[src/rtl/fft_rd_sched_if.sv]
// Bus bundle between the FFT read scheduler and its environment: job control,
// memory read channel, fft_fifo control/status and the FFT core handshake.
interface fft_rd_sched_if #(
    parameter int ADDR_W = 42,
    parameter int LEN_W  = 32,
    parameter int CNT_W  = 4
);
    logic              start;
    logic [ADDR_W-1:0] base_addr;
    logic [LEN_W-1:0]  num_lines;
    logic              busy;
    logic              done;
    logic              overflow_err;
    logic              rd_req_valid;
    logic [ADDR_W-1:0] rd_req_addr;
    logic              rd_req_almfull;
    logic              rd_rsp_valid;
    logic              fifo_enq_en;
    logic              fifo_not_full;
    logic [CNT_W-1:0]  fifo_dec_counter;
    logic              fifo_not_empty;
    logic              fifo_deq_en;
    logic              fft_valid;
    logic              fft_ready;
    logic              fft_last;

    modport master (
        input  start, base_addr, num_lines, rd_req_almfull, rd_rsp_valid,
               fifo_not_full, fifo_dec_counter, fifo_not_empty, fft_ready,
        output busy, done, overflow_err, rd_req_valid, rd_req_addr,
               fifo_enq_en, fifo_deq_en, fft_valid, fft_last
    );

    modport slave (
        output start, base_addr, num_lines, rd_req_almfull, rd_rsp_valid,
               fifo_not_full, fifo_dec_counter, fifo_not_empty, fft_ready,
        input  busy, done, overflow_err, rd_req_valid, rd_req_addr,
               fifo_enq_en, fifo_deq_en, fft_valid, fft_last
    );
endinterface

[src/rtl/fft_rd_sched.sv]
// FFT input-path read scheduler: credit-throttled line reads into fft_fifo and
// framed drain to the FFT core. Optional perf counters: FFT_RD_SCHED_PERF_EN.
module fft_rd_sched #(
    parameter int FIFO_DEPTH  = 8,
    parameter int ADDR_W      = 42,
    parameter int LEN_W       = 32,
    parameter int FRAME_LINES = 4,
    parameter int CNT_W       = FIFO_DEPTH / 2
) (
    input  logic           clk,
    input  logic           reset_n,
    fft_rd_sched_if.master bus
`ifdef FFT_RD_SCHED_PERF_EN
    ,
    output logic [31:0]    perf_stall_cycles,
    output logic [31:0]    perf_bp_cycles
`endif
);
    typedef enum logic [1:0] {
        ST_IDLE  = 2'd0,
        ST_RUN   = 2'd1,
        ST_DRAIN = 2'd2,
        ST_DONE  = 2'd3
    } state_t;

    localparam logic [LEN_W-1:0] LEN_ZERO   = {LEN_W{1'b0}};
    localparam logic [LEN_W-1:0] LEN_ONE    = {{(LEN_W-1){1'b0}}, 1'b1};
    localparam logic [LEN_W-1:0] FRAME_MASK = LEN_W'(FRAME_LINES - 1);

    state_t              state_r;
    state_t              state_nxt_s;
    logic [ADDR_W-1:0]   base_r;
    logic [LEN_W-1:0]    num_r;
    logic [LEN_W-1:0]    req_cnt_r;
    logic [LEN_W-1:0]    deq_cnt_r;
    logic [LEN_W-1:0]    out_cnt_r;
    logic                rd_req_valid_r;
    logic [ADDR_W-1:0]   rd_req_addr_r;
    logic                busy_r;
    logic                done_r;
    logic                overflow_r;

    logic                start_acc_s;
    logic                credit_ok_s;
    logic                issue_s;
    logic                rsp_dec_s;
    logic                fft_valid_s;
    logic                xfer_s;
    logic                last_s;
    logic [LEN_W:0]      out_ext_s;
    logic [LEN_W:0]      dec_ext_s;

    // Credit: in-flight reads plus one must stay below the free FIFO slots.
    assign out_ext_s   = {1'b0, out_cnt_r} + {1'b0, LEN_ONE};
    assign dec_ext_s   = {{(LEN_W + 1 - CNT_W){1'b0}}, bus.fifo_dec_counter};
    assign credit_ok_s = out_ext_s < dec_ext_s;

    assign start_acc_s = (state_r == ST_IDLE) && bus.start;
    assign issue_s     = (state_r == ST_RUN) && (req_cnt_r < num_r) &&
                         !bus.rd_req_almfull && credit_ok_s;
    // Late responses from an aborted job must not wrap the in-flight count.
    assign rsp_dec_s   = bus.rd_rsp_valid && (out_cnt_r != LEN_ZERO);
    assign fft_valid_s = bus.fifo_not_empty &&
                         ((state_r == ST_RUN) || (state_r == ST_DRAIN));
    assign xfer_s      = fft_valid_s && bus.fft_ready;
    assign last_s      = fft_valid_s &&
                         (((deq_cnt_r & FRAME_MASK) == FRAME_MASK) ||
                          (deq_cnt_r == (num_r - LEN_ONE)));

    // State register.
    always_ff @(posedge clk or negedge reset_n) begin
        if (!reset_n) begin
            state_r <= ST_IDLE;
        end else begin
            state_r <= state_nxt_s;
        end
    end

    // Next-state decode.
    always_comb begin
        state_nxt_s = state_r;
        case (state_r)
            ST_IDLE: begin
                if (bus.start) begin
                    state_nxt_s = (bus.num_lines == LEN_ZERO) ? ST_DONE : ST_RUN;
                end else begin
                    state_nxt_s = ST_IDLE;
                end
            end
            ST_RUN: begin
                if (req_cnt_r == num_r) begin
                    state_nxt_s = ST_DRAIN;
                end else begin
                    state_nxt_s = ST_RUN;
                end
            end
            ST_DRAIN: begin
                if (deq_cnt_r == num_r) begin
                    state_nxt_s = ST_DONE;
                end else begin
                    state_nxt_s = ST_DRAIN;
                end
            end
            ST_DONE: state_nxt_s = ST_IDLE;
            default: state_nxt_s = ST_IDLE;
        endcase
    end

    // Job parameters and request/dequeue/in-flight counters.
    always_ff @(posedge clk or negedge reset_n) begin
        if (!reset_n) begin
            base_r    <= {ADDR_W{1'b0}};
            num_r     <= LEN_ZERO;
            req_cnt_r <= LEN_ZERO;
            deq_cnt_r <= LEN_ZERO;
            out_cnt_r <= LEN_ZERO;
        end else if (start_acc_s) begin
            base_r    <= bus.base_addr;
            num_r     <= bus.num_lines;
            req_cnt_r <= LEN_ZERO;
            deq_cnt_r <= LEN_ZERO;
            out_cnt_r <= LEN_ZERO;
        end else begin
            if (issue_s) begin
                req_cnt_r <= req_cnt_r + LEN_ONE;
            end
            if (xfer_s) begin
                deq_cnt_r <= deq_cnt_r + LEN_ONE;
            end
            case ({issue_s, rsp_dec_s})
                2'b10:   out_cnt_r <= out_cnt_r + LEN_ONE;
                2'b01:   out_cnt_r <= out_cnt_r - LEN_ONE;
                default: out_cnt_r <= out_cnt_r;
            endcase
        end
    end

    // Registered request channel and status outputs.
    always_ff @(posedge clk or negedge reset_n) begin
        if (!reset_n) begin
            rd_req_valid_r <= 1'b0;
            rd_req_addr_r  <= {ADDR_W{1'b0}};
            busy_r         <= 1'b0;
            done_r         <= 1'b0;
            overflow_r     <= 1'b0;
        end else begin
            rd_req_valid_r <= issue_s;
            if (issue_s) begin
                rd_req_addr_r <= base_r + ADDR_W'(req_cnt_r);
            end
            busy_r     <= (state_nxt_s == ST_RUN) || (state_nxt_s == ST_DRAIN);
            done_r     <= (state_nxt_s == ST_DONE);
            overflow_r <= overflow_r | (bus.rd_rsp_valid & ~bus.fifo_not_full);
        end
    end

    assign bus.rd_req_valid = rd_req_valid_r;
    assign bus.rd_req_addr  = rd_req_addr_r;
    assign bus.busy         = busy_r;
    assign bus.done         = done_r;
    assign bus.overflow_err = overflow_r;
    assign bus.fifo_enq_en  = bus.rd_rsp_valid;
    assign bus.fft_valid    = fft_valid_s;
    assign bus.fifo_deq_en  = xfer_s;
    assign bus.fft_last     = last_s;

`ifdef FFT_RD_SCHED_PERF_EN
    logic [31:0] stall_cnt_r;
    logic [31:0] bp_cnt_r;
    logic        stall_s;
    logic        bp_s;

    assign stall_s = (state_r == ST_RUN) && (req_cnt_r < num_r) && !issue_s;
    assign bp_s    = fft_valid_s && !bus.fft_ready;

    // Saturating stall/backpressure cycle counters, cleared per job.
    always_ff @(posedge clk or negedge reset_n) begin
        if (!reset_n) begin
            stall_cnt_r <= 32'd0;
            bp_cnt_r    <= 32'd0;
        end else if (start_acc_s) begin
            stall_cnt_r <= 32'd0;
            bp_cnt_r    <= 32'd0;
        end else begin
            if (stall_s && (stall_cnt_r != 32'hFFFF_FFFF)) begin
                stall_cnt_r <= stall_cnt_r + 32'd1;
            end
            if (bp_s && (bp_cnt_r != 32'hFFFF_FFFF)) begin
                bp_cnt_r <= bp_cnt_r + 32'd1;
            end
        end
    end

    assign perf_stall_cycles = stall_cnt_r;
    assign perf_bp_cycles    = bp_cnt_r;
`endif
endmodule

[src/flat_wrapper.sv]
// flat-port wrapper written by rule: the top's interface ports become plain ports
module fft_rd_sched_flat 
#(
    parameter int FIFO_DEPTH  = 8,
    parameter int ADDR_W      = 42,
    parameter int LEN_W       = 32,
    parameter int FRAME_LINES = 4,
    parameter int CNT_W       = FIFO_DEPTH / 2
)
  (clk, reset_n, bus_start, bus_base_addr, bus_num_lines, bus_rd_req_almfull, bus_rd_rsp_valid, bus_fifo_not_full, bus_fifo_dec_counter, bus_fifo_not_empty, bus_fft_ready, bus_busy, bus_done, bus_overflow_err, bus_rd_req_valid, bus_rd_req_addr, bus_fifo_enq_en, bus_fifo_deq_en, bus_fft_valid, bus_fft_last);
  fft_rd_sched_if #(.ADDR_W(ADDR_W), .LEN_W(LEN_W), .CNT_W(CNT_W)) bus_i ();
  input  logic clk;
  input  logic reset_n;
  input wire logic [$bits(bus_i.start)-1:0] bus_start;
  input wire logic [$bits(bus_i.base_addr)-1:0] bus_base_addr;
  input wire logic [$bits(bus_i.num_lines)-1:0] bus_num_lines;
  input wire logic [$bits(bus_i.rd_req_almfull)-1:0] bus_rd_req_almfull;
  input wire logic [$bits(bus_i.rd_rsp_valid)-1:0] bus_rd_rsp_valid;
  input wire logic [$bits(bus_i.fifo_not_full)-1:0] bus_fifo_not_full;
  input wire logic [$bits(bus_i.fifo_dec_counter)-1:0] bus_fifo_dec_counter;
  input wire logic [$bits(bus_i.fifo_not_empty)-1:0] bus_fifo_not_empty;
  input wire logic [$bits(bus_i.fft_ready)-1:0] bus_fft_ready;
  output wire logic [$bits(bus_i.busy)-1:0] bus_busy;
  output wire logic [$bits(bus_i.done)-1:0] bus_done;
  output wire logic [$bits(bus_i.overflow_err)-1:0] bus_overflow_err;
  output wire logic [$bits(bus_i.rd_req_valid)-1:0] bus_rd_req_valid;
  output wire logic [$bits(bus_i.rd_req_addr)-1:0] bus_rd_req_addr;
  output wire logic [$bits(bus_i.fifo_enq_en)-1:0] bus_fifo_enq_en;
  output wire logic [$bits(bus_i.fifo_deq_en)-1:0] bus_fifo_deq_en;
  output wire logic [$bits(bus_i.fft_valid)-1:0] bus_fft_valid;
  output wire logic [$bits(bus_i.fft_last)-1:0] bus_fft_last;
  assign bus_i.start = bus_start;
  assign bus_i.base_addr = bus_base_addr;
  assign bus_i.num_lines = bus_num_lines;
  assign bus_i.rd_req_almfull = bus_rd_req_almfull;
  assign bus_i.rd_rsp_valid = bus_rd_rsp_valid;
  assign bus_i.fifo_not_full = bus_fifo_not_full;
  assign bus_i.fifo_dec_counter = bus_fifo_dec_counter;
  assign bus_i.fifo_not_empty = bus_fifo_not_empty;
  assign bus_i.fft_ready = bus_fft_ready;
  assign bus_busy = bus_i.busy;
  assign bus_done = bus_i.done;
  assign bus_overflow_err = bus_i.overflow_err;
  assign bus_rd_req_valid = bus_i.rd_req_valid;
  assign bus_rd_req_addr = bus_i.rd_req_addr;
  assign bus_fifo_enq_en = bus_i.fifo_enq_en;
  assign bus_fifo_deq_en = bus_i.fifo_deq_en;
  assign bus_fft_valid = bus_i.fft_valid;
  assign bus_fft_last = bus_i.fft_last;
  fft_rd_sched #(.FIFO_DEPTH(FIFO_DEPTH), .ADDR_W(ADDR_W), .LEN_W(LEN_W), .FRAME_LINES(FRAME_LINES), .CNT_W(CNT_W)) u_core (.clk(clk), .reset_n(reset_n), .bus(bus_i));
endmodule
[config.mk]
export PLATFORM = sky130hd
export DESIGN_NAME = fft_rd_sched_flat
export DESIGN_NICKNAME = d
export VERILOG_FILES = /design/src/rtl/fft_rd_sched_if.sv /design/src/rtl/fft_rd_sched.sv /design/src/flat_wrapper.sv
export SDC_FILE = /design/constraint.sdc
export NUM_CORES = 1
export LEC_CHECK = 0
export CORE_MARGIN = 2
export CORE_UTILIZATION = 40
export CTS_CLUSTER_SIZE = 30
export DETAILED_ROUTE_END_ITERATION = 8
export DONT_BUFFER_PORTS = 1
export GPL_ROUTABILITY_DRIVEN = 0
export PLACE_DENSITY = 0.65
export RECOVER_POWER = 100
export SYNTH_ARGS = -nofsm -noshare
export SYNTH_HDL_FRONTEND = slang
export SYNTH_SLANG_ARGS = --single-unit
[constraint.sdc]
create_clock -name clk -period 13.7 [get_ports clk]
set_clock_uncertainty 0.1 [all_clocks]
set_input_delay 1.37 -clock clk [delete_from_list [all_inputs] [get_ports clk]]
set_output_delay 1.37 -clock clk [all_outputs]
set_load 0.005 [all_outputs]
==> metrics.md <==
| Metric | Value |
|---|---|
| Vias | 12,662 |
| Post-synth top area cell | dfrtp_1 |
| Layout cells sized above 1 | ~3.6% |
| Final setup violation count | 0 |
| Die area | 38,700 sq um |
| Final core utilization | roughly 44% |
| Top cell family by delay on the critical path | simple AND/OR/NAND/NOR gates |
| Clock network fraction of design power | 25.0% |
| Max FO, Critical Path | 33 |
| DPL Wire Length | approximately 29,000 um |
| P_leak | about 7.4 nW |
| Vias per inst | between 5 and 6 |
| Max Freq | ~120 MHz |
| # rows | 70 |
| Worst hold slack | 0.379 ns |
| Post-cts hold buffer count | 0 |
| Critical path class | register to register |
| Worst Hold Launch | u_core.base_r[27] |
| Number of nets in the layout | 1,936 |
| # DRC | 0 |
| Post-synth EDFFs | 0 |
| Synthesized Nets | roughly 2,000 |
| DRT Pass-1 Iters | 5 |
| Core Area | about 37,000 sq um |
| Sequential share of power | between 30% and 40% |
| Global-route wire length before repair | 64,600 um |
| Commonest cells in the netlist | nand2_1, dfrtp_1, o21ai_0 |
| Fin. max-slew vios | 358 |
| Max-Cap Viols | 7 |
| Critical path arrival | just under 9 ns |
| R2R Path Start | u_core.out_cnt_r[0] |
| Failing checks | max-capacitance violations, max-slew violations |
| Vias in the first global route | approximately 12,000 |
| Min Clock Period, post-route | approximately 8.5 ns |
| Final wirelength | roughly 40,000 um |
| GRT overflow | 0 |
| Gate Count Post-Synth | 1,769 |
| Final Cycle Share | approximately three fifths |
| Syn Std Cell Area | approximately 15,000 sq um |
| Layout fillers | roughly 3,600 |
| Die height | between 150 and 200 um |
| Sw frac | approximately two fifths |
| CTS buffer count | 27 |
| Antenna Nets Post-Route | 0 |
| Count leader, synth | nand2_1 |
| Initial cell density of the core | 40.6% |
| Root Driver | clkbuf_16 |
| Worst Path Required | between 10 and 15 ns |
| Pin count of the biggest net entering global routing | around 220 |
| Post-CTS setup buffer count | 0 |
| Worst VDD drop | about 0.1 mV |
| Avg Cell Area, Syn | 8.41 sq um |
| Slew HR | -129% |
| Int Pwr | 0.00170 W |
| Io pins | between 100 and 150 |
| Drt wl/cell | 18.0 um |
| Top-area cell type share of the netlist area | a little under two fifths |
| Combinational group share of total power | about 39% |
| Worst setup EP type | register |
| CTS tree | built |
| DRT iter0 DRCs | 864 |
| Main synth FF type | dfrtp_1 |
| Final Hold Viols | 0 |
| WP buf/inv | 1 |
| Worst Setup Start Kind | register |
| Synth-to-layout area growth | 8.33% |
| Synth top area cells | dfrtp_1, ha_1, nand2_1, o21ai_0, xor2_1 |
| Initial antenna violation count | 3 |
| CP Launch Point | u_core.out_cnt_r[0] |
| Ys Warns | 0 |
| Fin Setup TNS | 0 ns |
| Buffer depth of the longest clock path | 3 |
| #FFs+latches synth | roughly 220 |
| Hold crit path type | register to register |
| Worst path slowest cell | nor4_1 |
| Outcome | complete, but fails checks |
| Distinct cells, synth | 72 |
| CTS clk-pin slew, worst paths | 0.06 ns |
| Die width | approximately 200 um |
| Tot GR Track Use | 20.6% |
| Worst-margin pin slew | about 3.4 ns |
| Clk sinks | 218 |
| Post-synthesis sequential area ratio | between 30% and 40% |
| Max incr delay on CP | 1.44 ns |
| Post_cts resized | 0 |
| Worst-Skew Late Latency | 0.56 ns |
| CP Cell Sequence | nand4_1 > nor4_1 > nand3_1 > a2111oi_0 > o2111ai_1 > or3_1 > ha_1 > clkbuf_1 > ha_1 > a41o_1 > a221oi_1 > nand2b_1 > a31oi_1 > o21ai_0 > o311ai_0 > and3_1 > or3_1 > xor2_1 > nor2_1 |
| Psw | approximately 0.0012 W |
| PwrDens | 178 nW/um^2 |
| RSZ-0062 raised after global routing | no |
| Asr flop ratio synth | 100% |
| H-tree levels | 1 |
| PortBufs | 0 |
metal layers:
layer	routed length [um]	global-route usage, %	vias up	share of wire (%)
met4	1200	6.24	2	3.0
met5	16	0	-	0.040
met2	19000	34.9	294	47
met1	17800	27.2	6097	44
li1	-	-	6202	-
met3	2100	3.13	67	5.2
flip-flops by register name (all words and copies together), names as in the netlist:
register,count
u_core.bus.rd_req_addr,42
u_core.bus.busy,1
u_core.base_r,42
u_core.req_cnt_r,32
u_core.bus.done,1
u_core.bus.rd_req_valid,1
u_core.bus.overflow_err,1
u_core.state_r,2
u_core.deq_cnt_r,32
u_core.out_cnt_r,32
u_core.num_r,32
cells in the final DEF (no fill, tap or decap), types with 8 or more instances in the layout:
cell type    n
and4_1      10
xnor2_1     79
a21oi_1    112
clkbuf_16   27
mux2i_1     12
nor3_1      33
a211oi_1    10
a21o_1      47
nand2_1    294
xor2_1      80
nand4_1     40
nand2b_1    13
and2_1       8
inv_1       68
nor2b_1     19
a31oi_1     14
o31ai_1      9
nor2_1     129
nor4_1      30
dfrtp_1    218
ha_1       108
nand3_1     49
or3_1       35
clkbuf_8     9
o21a_1      11
clkbuf_1    10
and3_1      31
o21ai_0    144
logic make-up after synthesis:
family	count (synthesis)	synth area share, %
AND/OR/NAND/NOR	733	23.9
AO/OA/AOI/OAI	401	16.2
flip-flops	218	36.7
XOR/XNOR	159	9.36
buffers and inverters	134	3.48
adder cells (fa/ha/maj)	110	9.36
multiplexers	14	0.959
tightest hold or removal path: cells and delay by family, from the launching register on:
family | cells | cell delay (ns)
flops | 1 | 0.34
simple gates | 2 | 0.10
final timing paths:
kind / endpoint / slack (ns) / cells after the start
min reg2reg: u_core.base_r[27] / 0.38 / 2
max reg2reg: u_core.out_cnt_r[31] / 5.21 / 19
max: u_core.out_cnt_r[31] / 5.21 / 19
max in group asynchronous: u_core.bus.overflow_err / 12.73 / 0
min: u_core.base_r[27] / 0.38 / 2
min in group asynchronous: u_core.bus.rd_req_addr[14] / 0.41 / 0
through the flow:
step | instance area, sq um | std cells | setup slack [ns] | total power, W
floorplan | 14900 | 1769 | 6.75 | 0.00185
global placement | 15300 | 2179 | 6.17 | 0.00211
detailed placement | 15300 | 2179 | 6.02 | 0.00215
CTS | 16100 | 2228 | 6.56 | 0.00288
global route | 16100 | 2228 | 4.30 | 0.00309
finish | 16100 | 2229 | 5.21 | 0.00287
power groups by stage:
stage	combinational [W]	clock, W	sequential (W)
after global placement	0.00108	0	0.00103
after global routing	0.00127	0.000761	0.00106
after floorplan	0.000889	0	0.000958
final	0.00112	0.000716	0.00103
after detailed placement	0.00111	0	0.00104
after CTS	0.00112	0.000729	0.00103
area by class of cell:
| type | count | area, sq um | share of cell area (%) |
|---|---|---|---|
| Clock buffer | 42 | 822 | 5.10 |
| Antenna cell | 1 | 2.50 | 0.0155 |
| Timing Repair Buffer | 6 | 30.0 | 0.186 |
| Sequential cell | 218 | 5460 | 33.9 |
| Multi-Input combinational cell | 1417 | 8880 | 55.1 |
| Clock inverter | 7 | 67.6 | 0.419 |
| Tap cell | 468 | 586 | 3.63 |
| Inverter | 70 | 263 | 1.63 |
(Power assumes the default switching activity.)
